<file path="config.mk">
export PLATFORM = sky130hd
export DESIGN_NAME = quiz_round_controller_flat
export DESIGN_NICKNAME = d
export VERILOG_FILES = /design/src/rtl/quiz_pkg.sv /design/src/rtl/quiz_round_controller_if.sv /design/src/rtl/quiz_round_controller_round_timer.sv /design/src/rtl/quiz_round_controller.sv /design/src/flat_wrapper.sv
export SDC_FILE = /design/constraint.sdc
export NUM_CORES = 1
export LEC_CHECK = 0
export BUFFER_PORTS_ARGS = -buffer_cell sky130_fd_sc_hd__buf_4
export CAP_MARGIN = 20
export CORE_UTILIZATION = 55
export DETAILED_ROUTE_END_ITERATION = 16
export PLACE_DENSITY = 0.77
export SLEW_MARGIN = 20
export SYNTH_ARGS = -nofsm -noshare
export SYNTH_HDL_FRONTEND = slang
export SYNTH_SLANG_ARGS = --single-unit
</file>
<file path="constraint.sdc">
create_clock -name clk_100mhz -period 2.3 [get_ports clk_100mhz]
set_input_delay 0.345 -clock clk_100mhz [delete_from_list [all_inputs] [get_ports clk_100mhz]]
set_output_delay 0.345 -clock clk_100mhz [all_outputs]
set_load 0.05 [all_outputs]
</file>
<file path="src/rtl/quiz_pkg.sv">
// Shared quiz definitions: state encoding, question id and answer widths.
// Latency: none (types and constants only).
// Backpressure: not applicable.
package quiz_pkg;

  localparam int NUM_QUESTIONS = 10;
  localparam int Q_ID_W        = 4;
  localparam int ANS_W         = 4;

  localparam logic [2:0] ST_IDLE    = 3'd0;
  localparam logic [2:0] ST_REQUEST = 3'd1;
  localparam logic [2:0] ST_WAIT_Q  = 3'd2;
  localparam logic [2:0] ST_ANSWER  = 3'd3;
  localparam logic [2:0] ST_RESULT  = 3'd4;
  localparam logic [2:0] ST_OVER    = 3'd5;

  typedef enum logic [2:0] {
    S_IDLE    = ST_IDLE,
    S_REQUEST = ST_REQUEST,
    S_WAIT_Q  = ST_WAIT_Q,
    S_ANSWER  = ST_ANSWER,
    S_RESULT  = ST_RESULT,
    S_OVER    = ST_OVER
  } state_t;

endpackage

</file>
<file path="src/rtl/quiz_round_controller_if.sv">
// Question selector handshake: one-cycle request out, id/answer back with a ready strobe.
// Latency: none (wiring only).
// Backpressure: none; the selector answers whenever it likes and the controller re-requests on timeout.
interface quiz_round_controller_if;
  import quiz_pkg::*;

  logic              question_enable;
  logic              question_ready;
  logic [Q_ID_W-1:0] selected_q_id;
  logic [ANS_W-1:0]  correct_ans;

  modport master (
    output question_enable,
    input  question_ready,
    input  selected_q_id,
    input  correct_ans
  );

  modport slave (
    input  question_enable,
    output question_ready,
    output selected_q_id,
    output correct_ans
  );

endinterface

</file>
<file path="src/rtl/quiz_round_controller_round_timer.sv">
// Per-question countdown: load a value, decrement on each unfrozen tick, pulse expire on the tick reaching 0.
// Latency: time_left updates one cycle after load/tick; expire is combinational in the final-tick cycle.
// Backpressure: freeze holds the count; load overrides tick.
module round_timer #(
  parameter int TIME_W = 4
) (
  input  logic              clk,
  input  logic              reset_n,
  input  logic              load,
  input  logic [TIME_W-1:0] load_val,
  input  logic              tick,
  input  logic              freeze,
  output logic [TIME_W-1:0] time_left,
  output logic              expire
);

  assign expire = tick && !freeze && !load && (time_left == TIME_W'(1));

  // countdown register
  always_ff @(posedge clk) begin
    if (!reset_n) begin
      time_left <= '0;
    end else if (load) begin
      time_left <= load_val;
    end else if (tick && !freeze && (time_left != '0)) begin
      time_left <= time_left - 1'b1;
    end
  end

endmodule

</file>
<file path="src/rtl/quiz_round_controller.sv">
// Quiz round sequencer: requests questions, rejects repeats, times and judges answers, keeps score/lives/rounds.
// Latency: verdict pulses and counter updates appear one cycle after the answer or final tick.
// Backpressure: re-requests after a 16-cycle selector silence; TIME_BONUS_EN adds time_left to a correct score.
module quiz_round_controller
  import quiz_pkg::*;
#(
  parameter int ROUND_TIME  = 10,
  parameter int NUM_ROUNDS  = 8,
  parameter int START_LIVES = 3,
  parameter int RESULT_HOLD = 2,
  parameter int MAX_RETRY   = 3,
  parameter int TIME_W      = 4
) (
  input  logic                    clk_100mhz,
  input  logic                    reset_n,
  input  logic                    game_tick,
  input  logic                    start,
  input  logic                    answer_valid,
  input  logic [ANS_W-1:0]        answer_value,
  quiz_round_controller_if.master selector,
  output logic [Q_ID_W-1:0]       cur_q_id,
  output logic [TIME_W-1:0]       time_left,
  output logic [7:0]              score,
  output logic [1:0]              lives,
  output logic [3:0]              round_num,
  output logic                    result_correct,
  output logic                    result_wrong,
  output logic                    game_over,
  output logic [2:0]              state_out
);

  localparam logic [NUM_QUESTIONS-1:0] MASK_FULL = '1;

  state_t                   state, state_nxt;
  logic [NUM_QUESTIONS-1:0] used_mask;
  logic [3:0]               retry;
  logic [3:0]               cnt;
  logic [ANS_W-1:0]         cur_ans;
  logic                     id_in_range, id_bad;
  logic                     accept, reject, game_start;
  logic                     verdict_ok, verdict_bad;
  logic                     timer_load, timer_freeze, expire;
  logic [TIME_W-1:0]        timer_val;
  logic [8:0]               score_sum;

  assign id_in_range  = (selector.selected_q_id < Q_ID_W'(NUM_QUESTIONS));
  assign id_bad       = !id_in_range || used_mask[selector.selected_q_id];
  assign timer_freeze = (state != S_ANSWER) || answer_valid;
  assign game_over    = (state == S_OVER);
  assign state_out    = state;

`ifdef TIME_BONUS_EN
  assign score_sum = {1'b0, score} + 9'd1 + 9'(time_left);
`else
  assign score_sum = {1'b0, score} + 9'd1;
`endif

  round_timer #(.TIME_W(TIME_W)) u_timer (
    .clk       (clk_100mhz),
    .reset_n   (reset_n),
    .load      (timer_load),
    .load_val  (timer_val),
    .tick      (game_tick),
    .freeze    (timer_freeze),
    .time_left (time_left),
    .expire    (expire)
  );

  // next-state and per-cycle control decode
  always_comb begin
    state_nxt                = state;
    accept                   = 1'b0;
    reject                   = 1'b0;
    game_start               = 1'b0;
    verdict_ok               = 1'b0;
    verdict_bad              = 1'b0;
    timer_load               = 1'b0;
    timer_val                = '0;
    selector.question_enable = 1'b0;
    case (state)
      S_IDLE, S_OVER: begin
        if (start) begin
          game_start = 1'b1;
          timer_load = 1'b1;
          state_nxt  = S_REQUEST;
        end
      end
      S_REQUEST: begin
        selector.question_enable = 1'b1;
        state_nxt                = S_WAIT_Q;
      end
      S_WAIT_Q: begin
        if (selector.question_ready) begin
          if (id_bad && (retry < 4'(MAX_RETRY))) begin
            reject    = 1'b1;
            state_nxt = S_REQUEST;
          end else begin
            accept     = 1'b1;
            timer_load = 1'b1;
            timer_val  = TIME_W'(ROUND_TIME);
            state_nxt  = S_ANSWER;
          end
        end else if (cnt == 4'd15) begin
          state_nxt = S_REQUEST;
        end
      end
      S_ANSWER: begin
        // an answer in the same cycle as the final tick takes priority
        if (answer_valid) begin
          verdict_ok  = (answer_value == cur_ans);
          verdict_bad = (answer_value != cur_ans);
          state_nxt   = S_RESULT;
        end else if (expire) begin
          verdict_bad = 1'b1;
          state_nxt   = S_RESULT;
        end
      end
      S_RESULT: begin
        if (game_tick && (cnt == 4'(RESULT_HOLD - 1))) begin
          if ((lives == 2'd0) || (round_num == 4'(NUM_ROUNDS)))
            state_nxt = S_OVER;
          else
            state_nxt = S_REQUEST;
        end
      end
      default: state_nxt = S_IDLE;
    endcase
  end

  // state register
  always_ff @(posedge clk_100mhz) begin
    if (!reset_n) state <= S_IDLE;
    else          state <= state_nxt;
  end

  // shared counter: watchdog cycles in WAIT_Q, hold ticks in RESULT; restarts on every state change
  always_ff @(posedge clk_100mhz) begin
    if (!reset_n)
      cnt <= '0;
    else if (state_nxt != state)
      cnt <= '0;
    else if ((state == S_WAIT_Q) || ((state == S_RESULT) && game_tick))
      cnt <= cnt + 4'd1;
  end

  // question acceptance: retry count, latched id/answer, used-question mask
  always_ff @(posedge clk_100mhz) begin
    if (!reset_n) begin
      retry     <= '0;
      used_mask <= '0;
      cur_q_id  <= '0;
      cur_ans   <= '0;
    end else begin
      if (game_start || accept) retry <= '0;
      else if (reject)          retry <= retry + 4'd1;
      if (accept) begin
        cur_q_id <= selector.selected_q_id;
        cur_ans  <= selector.correct_ans;
      end
      // a full mask empties one cycle after the accept that filled it
      if (game_start || (used_mask == MASK_FULL))
        used_mask <= '0;
      else if (accept && id_in_range)
        used_mask[selector.selected_q_id] <= 1'b1;
    end
  end

  // score, lives, round count and verdict pulses
  always_ff @(posedge clk_100mhz) begin
    if (!reset_n) begin
      score          <= '0;
      lives          <= 2'(START_LIVES);
      round_num      <= '0;
      result_correct <= 1'b0;
      result_wrong   <= 1'b0;
    end else begin
      result_correct <= verdict_ok;
      result_wrong   <= verdict_bad;
      if (game_start) begin
        score     <= '0;
        lives     <= 2'(START_LIVES);
        round_num <= '0;
      end else if (verdict_ok) begin
        score     <= score_sum[8] ? 8'hFF : score_sum[7:0];
        round_num <= round_num + 4'd1;
      end else if (verdict_bad) begin
        if (lives != 2'd0) lives <= lives - 2'd1;
        round_num <= round_num + 4'd1;
      end
    end
  end

endmodule

</file>
<file path="src/flat_wrapper.sv">
// flat-port wrapper written by rule: the top's interface ports become plain ports
module quiz_round_controller_flat import quiz_pkg::*;
#(
  parameter int ROUND_TIME  = 10,
  parameter int NUM_ROUNDS  = 8,
  parameter int START_LIVES = 3,
  parameter int RESULT_HOLD = 2,
  parameter int MAX_RETRY   = 3,
  parameter int TIME_W      = 4
)
  (clk_100mhz, reset_n, game_tick, start, answer_valid, answer_value, cur_q_id, time_left, score, lives, round_num, result_correct, result_wrong, game_over, state_out, selector_question_enable, selector_question_ready, selector_selected_q_id, selector_correct_ans);
  quiz_round_controller_if selector_i ();
  input  logic clk_100mhz;
  input  logic reset_n;
  input  logic game_tick;
  input  logic start;
  input  logic answer_valid;
  input  logic [ANS_W-1:0] answer_value;
  output logic [Q_ID_W-1:0] cur_q_id;
  output logic [TIME_W-1:0] time_left;
  output logic [7:0] score;
  output logic [1:0] lives;
  output logic [3:0] round_num;
  output logic result_correct;
  output logic result_wrong;
  output logic game_over;
  output logic [2:0] state_out;
  output wire logic [$bits(selector_i.question_enable)-1:0] selector_question_enable;
  input wire logic [$bits(selector_i.question_ready)-1:0] selector_question_ready;
  input wire logic [$bits(selector_i.selected_q_id)-1:0] selector_selected_q_id;
  input wire logic [$bits(selector_i.correct_ans)-1:0] selector_correct_ans;
  assign selector_question_enable = selector_i.question_enable;
  assign selector_i.question_ready = selector_question_ready;
  assign selector_i.selected_q_id = selector_selected_q_id;
  assign selector_i.correct_ans = selector_correct_ans;
  quiz_round_controller #(.ROUND_TIME(ROUND_TIME), .NUM_ROUNDS(NUM_ROUNDS), .START_LIVES(START_LIVES), .RESULT_HOLD(RESULT_HOLD), .MAX_RETRY(MAX_RETRY), .TIME_W(TIME_W)) u_core (.clk_100mhz(clk_100mhz), .reset_n(reset_n), .game_tick(game_tick), .start(start), .answer_valid(answer_valid), .answer_value(answer_value), .selector(selector_i), .cur_q_id(cur_q_id), .time_left(time_left), .score(score), .lives(lives), .round_num(round_num), .result_correct(result_correct), .result_wrong(result_wrong), .game_over(game_over), .state_out(state_out));
endmodule
</file>
# --- Yosys cells after proc, flatten, opt, wreduce, memory -nomap -nowiden ---
# Index checks and enable logic that the tools add are counted.
word_totals:
  regBits: 49
  word_cells: 105
  in_bits: 18
  out_inout_bits: 29
classes:
  n_mux: 36
  eq_ne: 14
  n_bitwise: 3
  order_cmp: 4
  add_sub_neg: 6
  n_reduce_logical: 30
op_table:
  columns: ["op", "count"]
  rows:
  - ["$mux W4", 7]
  - ["$mux W3", 7]
  - ["$mux W1", 16]
  - ["$pmux W3 S5", 1]
  - ["$add A4 B1 Y4 const B", 3]
  - ["$eq A10 B10 Y1 const B", 1]
  - ["$or A10 B10 Y10", 1]
  - ["$reduce_or A2 Y1", 5]
  - ["$add A8 B1 Y9 const B", 1]
  - ["$logic_and A1 B1 Y1", 9]
  - ["$eq A4 B1 Y1 const B", 2]
  - ["$eq A4 B4 Y1 const B", 2]
  - ["$mux W8", 1]
  - ["$eq A3 B2 Y1 const B", 2]
  - ["$eq A3 B3 Y1 const B", 2]
  - ["$logic_or A1 B1 Y1", 6]
  - ["$reduce_bool A2 Y1", 3]
  - ["$lt A4 B5 Y1 const B", 1]
  - ["$bmux W1 S4", 1]
  - ["$demux W1 S4", 1]
  - ["$eq A4 B4 Y1", 1]
  - ["$ge A4 B1 Y1 const B", 1]
  - ["$lt A4 B2 Y1 const B", 1]
  - ["$lt A4 B4 Y1 const B", 1]
  - ["other kinds (14)", 17]

# --- Depth between registers and ports, before layout ---
logic_depth:
  ltp_word: 15
  depth_mapped: 7

# --- By module ---
# From an unflattened synthesis, not the netlist that was laid out.
hier_totals:
  hier_cells: 300
  area_unflattened_um2: 2558.7
modules_own_cells:
  columns: ["mod", "instances", "area_per_inst_um2", "cells_each"]
  rows:
  - ["quiz_round_controller", 1, 2270.9, 263]
  - ["round_timer", 1, 287.8, 37]

# --- Least setup slack after synthesis ---
# No wires, ideal clock.
synth_path:
  path_kind: "reg-to-output"
  start: "reg u_core.state[0] (netlist: u_core.state_out[0])"
  end: "out selector_question_enable"
  n_path_buf: 1
  path_stages_with_launch: 3
  path_slack_ns: -0.223
  t_arrival_ns: 2.178
  path_cell_list: "dfxtp_1 > clkbuf_1 > nor3b_1"
synth_via:
  elab_chain_len: 2
synth_lines:
  columns: ["item", "line_no", "rtl"]
  rows:
  - ["from (decl)", "quiz_round_controller.sv:34", "state_t state, state_nxt;"]
  - ["from (signal assigned)", "quiz_round_controller.sv:133", "else state <= state_nxt;"]
  - ["$eq A3 B1 Y1", "quiz_round_controller.sv:80", "case (state)"]
  - ["$mux W1", "quiz_round_controller.sv:80", null]
  - ["to (decl)", "flat_wrapper.sv:28", "output wire logic [$bits(selector_i.question_enable)-1:0] selector_question_enable;"]
# Every way passes these cells.

# --- Worst setup path in the final report ---
layout_path:
  start: "reg u_core.state[2] (netlist: u_core.state_out[2])"
  end: "reg u_core.used_mask[0]"
layout_via:
  elab_chain_len: 5
  elab_cells_between_ends: 9
  classes_between: "2 x eq/ne; 2 x mux; 5 x reduce/logical"
layout_lines:
  columns: ["item", "line_no", "rtl"]
  rows:
  - ["$eq A3 B3 Y1 or $logic_not A3 Y1 (tied branches)", "quiz_round_controller.sv:80", null]
  - ["$reduce_or A2 Y1", "quiz_round_controller.sv:80", null]
  - ["$mux W1", "quiz_round_controller.sv:80", null]
  - ["$logic_or A1 B1 Y1", "quiz_round_controller.sv:161", "if (game_start || (used_mask == MASK_FULL))"]
  - ["$reduce_or A2 Y1 (no line)", null, null]
  - ["to (signal assigned)", "quiz_round_controller.sv:150", "used_mask <= '0;"]
  - ["to (signal assigned)", "quiz_round_controller.sv:162", "used_mask <= '0;"]
  - ["to (signal, indexed assignment)", "quiz_round_controller.sv:164", "used_mask[selector.selected_q_id] <= 1'b1;"]
  - ["to (decl)", "quiz_round_controller.sv:35", "logic [NUM_QUESTIONS-1:0] used_mask;"]
# Several ways; a longest one is shown, not always the timed one.
# A chain may end at the register's enable or synchronous reset.

==> flow_metrics.py <==
metrics = {
    "outcome": {
        "outcome": "completed",
    },
    "timing": {
        "period_needed_ns": 2.08,
        "relSlewSlack_pct": 61.9,
        "slew_viol_final": 0,
        "fin_crit_sh_pct": 90.4,
        "setup_tns_ns": 0,
        "finalSetupViolCount": 0,
        "rsz0062_at_grt": "no",
        "timing.fmax_mhz": 481,
        "hold_viol_final": 0,
        "worstMarginPinSlew_ns": 0.564,
        "final.setup_skew_ns": 0.00409,
    },
    "setup_path": {
        "setup.worst_path.start_class": "flip-flop",
        "timing_worst_setup_path_type": "reg2reg",
        "required_ns": 2.51,
        "worstPathArrival_ns": 2.29,
        "endpoint_kind": "flip-flop",
        "worst-path-max-fanout": 11,
    },
    "drt": {
        "drt_pass1_iterations": 4,
        "dr.first_iter.drc_count": 98,
        "via_per_inst": 5.68,
        "remaining_drc_errors": 0,
        "wire_per_inst_um": 13.8,
        "postRouteAntennaNets": 0,
        "routed-via-count": 2228,
        "wirelength_um": 5410,
    },
    "global_route": {
        "grt_pass1_wl_um": 9530,
        "grt_pass1_vias": 2122,
        "grt_max_degree": 27,
        "overflow": 0,
        "grt_usage_pct": 23.9,
        "antenna_found_initial": 0,
    },
    "floorplanning": {
        "io-pin-count": 47,
        "rows": 24,
        "start_util_pct": 57.6,
        "core_um2": 4380,
        "fp.dieH_um": 69.8,
        "die_width_um": 69.8,
        "die_area_um2": 4870,
    },
    "logic_synthesis": {
        "yosysUniqueCellTypes": 53,
        "synth.cell_area_um2": 2530,
        "synth_fp_nets": 320,
        "synth_warnings": 0,
        "ys_seq_elements": 49,
        "synth_edf_count": 0,
        "syn-instance-count": 293,
        "async_reset_ff_share_pct": 0,
        "synthFlopType": "dfxtp_1",
        "yosysSeqAreaShare_pct": 38.8,
        "synth.avg_cell_area_um2": 8.62,
    },
    "pwr": {
        "pwr-share-seq_pct": 54.2,
        "p_comb_share_pct": 14.4,
        "p_per_area_nw_per_um2": 528,
        "p_int_mw": 1.19,
        "p_clk_share_pct": 31.3,
        "ir_worst_vdd_mv": 0.429,
        "leakagePower_nw": 1.29,
        "p_sw_mw": 0.414,
        "sw_frac_of_total_pct": 25.9,
    },
    "final_layout": {
        "finish.utilization_pct": 69.1,
        "num_antenna_cells": 0,
        "layout_common_cells": "buf_4, dfxtp_1, nand2_1",
        "fill_cells": 361,
        "layout_commonest_cell": "buf_4",
        "areaGrowthSynthToFinish_pct": 20.0,
        "nets": 367,
        "drive_above_1_share_pct": 21.2,
    },
    "clock_tree": {
        "cts_setup_buffers": 0,
        "clk_latency_ns": 0.29,
        "cts_sinks": 49,
        "cts_tree": "yes",
        "ctsResizeCount": 0,
        "root_buffer": "clkbuf_8",
        "ctsLongestPathBuffers": 2,
        "path_clk_slew_ns": 0.08,
        "cts_inserted_buffers": 5,
        "cts_htree_levels": 2,
        "cts_hold_buf": 0,
    },
    "placed_design": {
        "numPortBuffers": 46,
        "place_congestion": 0.833,
        "dp_hpwl_um": 4050,
    },
    "flow_run": {
        "maxCapViolCount": 0,
    },
    "hold_path": {
        "hold_path_class": "in2reg",
    },
}
==> cell usage after synthesis, types with 4 or more instances <==
| master | n | area, µm² |
|---|---|---|
| xor2_1 | 4 | 35.0 |
| a31oi_1 | 5 | 31.3 |
| o41ai_1 | 6 | 52.6 |
| dfxtp_1 | 49 | 981 |
| nand4_1 | 4 | 25.0 |
| nand3b_1 | 5 | 37.5 |
| o21ai_0 | 5 | 25.0 |
| ha_1 | 9 | 113 |
| nand2b_1 | 4 | 25.0 |
| a21oi_1 | 10 | 50.1 |
| and3_1 | 8 | 50.1 |
| and2_1 | 5 | 31.3 |
| mux2i_1 | 14 | 140 |
| nor3_1 | 6 | 30.0 |
| nand3_1 | 5 | 25.0 |
| nor2_1 | 25 | 93.8 |
| clkbuf_1 | 11 | 41.3 |
| nand2_1 | 41 | 154 |
| inv_1 | 14 | 52.6 |
| buf_2 | 4 | 20.0 |
| xnor2_1 | 10 | 87.6 |
| nor2b_1 | 4 | 25.0 |
==> cell type report <==
cell class | count | area, µm² | area share [%]
Multi-Input combinational cell | 213 | 1420 | 46.8
Sequential cell | 49 | 981 | 32.4
Timing Repair Buffer | 57 | 428 | 14.1
Clock buffer | 7 | 86.3 | 2.85
Tap cell | 52 | 65.1 | 2.15
Inverter | 14 | 52.6 | 1.73
==> path summary, 6_finish.rpt <==
kind	from	end	slack, ns	cells after the start
setup / recovery	u_core.state_out[2]$_SDFF_PN0_	u_core.used_mask[0]$_SDFFE_PP0P_	0.22	6
hold / removal	selector_correct_ans[2]	u_core.cur_ans[2]$_SDFFE_PN0P_	0.30	3
setup reg to reg	u_core.state_out[2]$_SDFF_PN0_	u_core.used_mask[0]$_SDFFE_PP0P_	0.22	6
hold reg to reg	u_core.cur_q_id[0]$_SDFFE_PN0P_	u_core.cur_q_id[0]$_SDFFE_PN0P_	0.48	2
==> logic make-up after synthesis <==
kind of cell | Yosys count | share of synthesized area, %
simple gates | 122 | 24.3
compound gates | 53 | 16.3
buf+inv | 31 | 5.25
xor+xnor | 14 | 4.85
fa+ha+maj | 9 | 4.46
flops | 49 | 38.8
mux | 15 | 5.99
==> critical path, stage by stage (launching register included) <==
cell and delay (ns):
dfxtp_1 0.31, nand2b_1 0.16, or3b_1 0.52, a311oi_4 0.38, nor2_2 0.17, buf_4 0.22
o31ai_1 0.23
==> per-stage QoR <==
step	area [µm²]	total power, mW	setup WS, ns	std cells	hold WS (ns)
3_5_place_dp	2940	1.12	0.238	385	0.464
4_1_cts	3030	1.61	0.226	392	0.291
2_1_floorplan	2530	1.05	0.0889	293	0.438
6_report	3030	1.60	0.221	392	0.298
5_1_grt	3030	1.68	0.0958	392	0.284
3_3_place_gp	2940	1.12	0.306	385	0.449
==> registers in the layout, indices dropped and copies added, names as in the netlist <==
signal,flops
u_core.used_mask,10
u_core.score,8
u_core.cnt,4
u_core.cur_ans,4
u_core.cur_q_id,4
u_core.retry,4
u_core.round_num,4
u_core.u_timer.time_left,4
u_core.state_out,3
u_core.lives,2
u_core.result_correct,1
u_core.result_wrong,1
==> power by group through the flow <==
stage	Clock (mW)	Combinational, mW	Sequential [mW]
after floorplan	0	0.136	0.911
after global placement	0	0.228	0.888
after detailed placement	0	0.230	0.888
after CTS	0.516	0.231	0.868
after global routing	0.553	0.252	0.870
final	0.501	0.231	0.868
==> per-layer routing <==
layer  wire length, µm  global-route usage (%)  share of wire, %
met1              2590                    30.5                48
met2              2560                    41.0                47
met3               222                    4.51               4.1
met4                38                    6.67              0.70
met5                 0                       0                 0
Power figures use the tool's default switching activity.
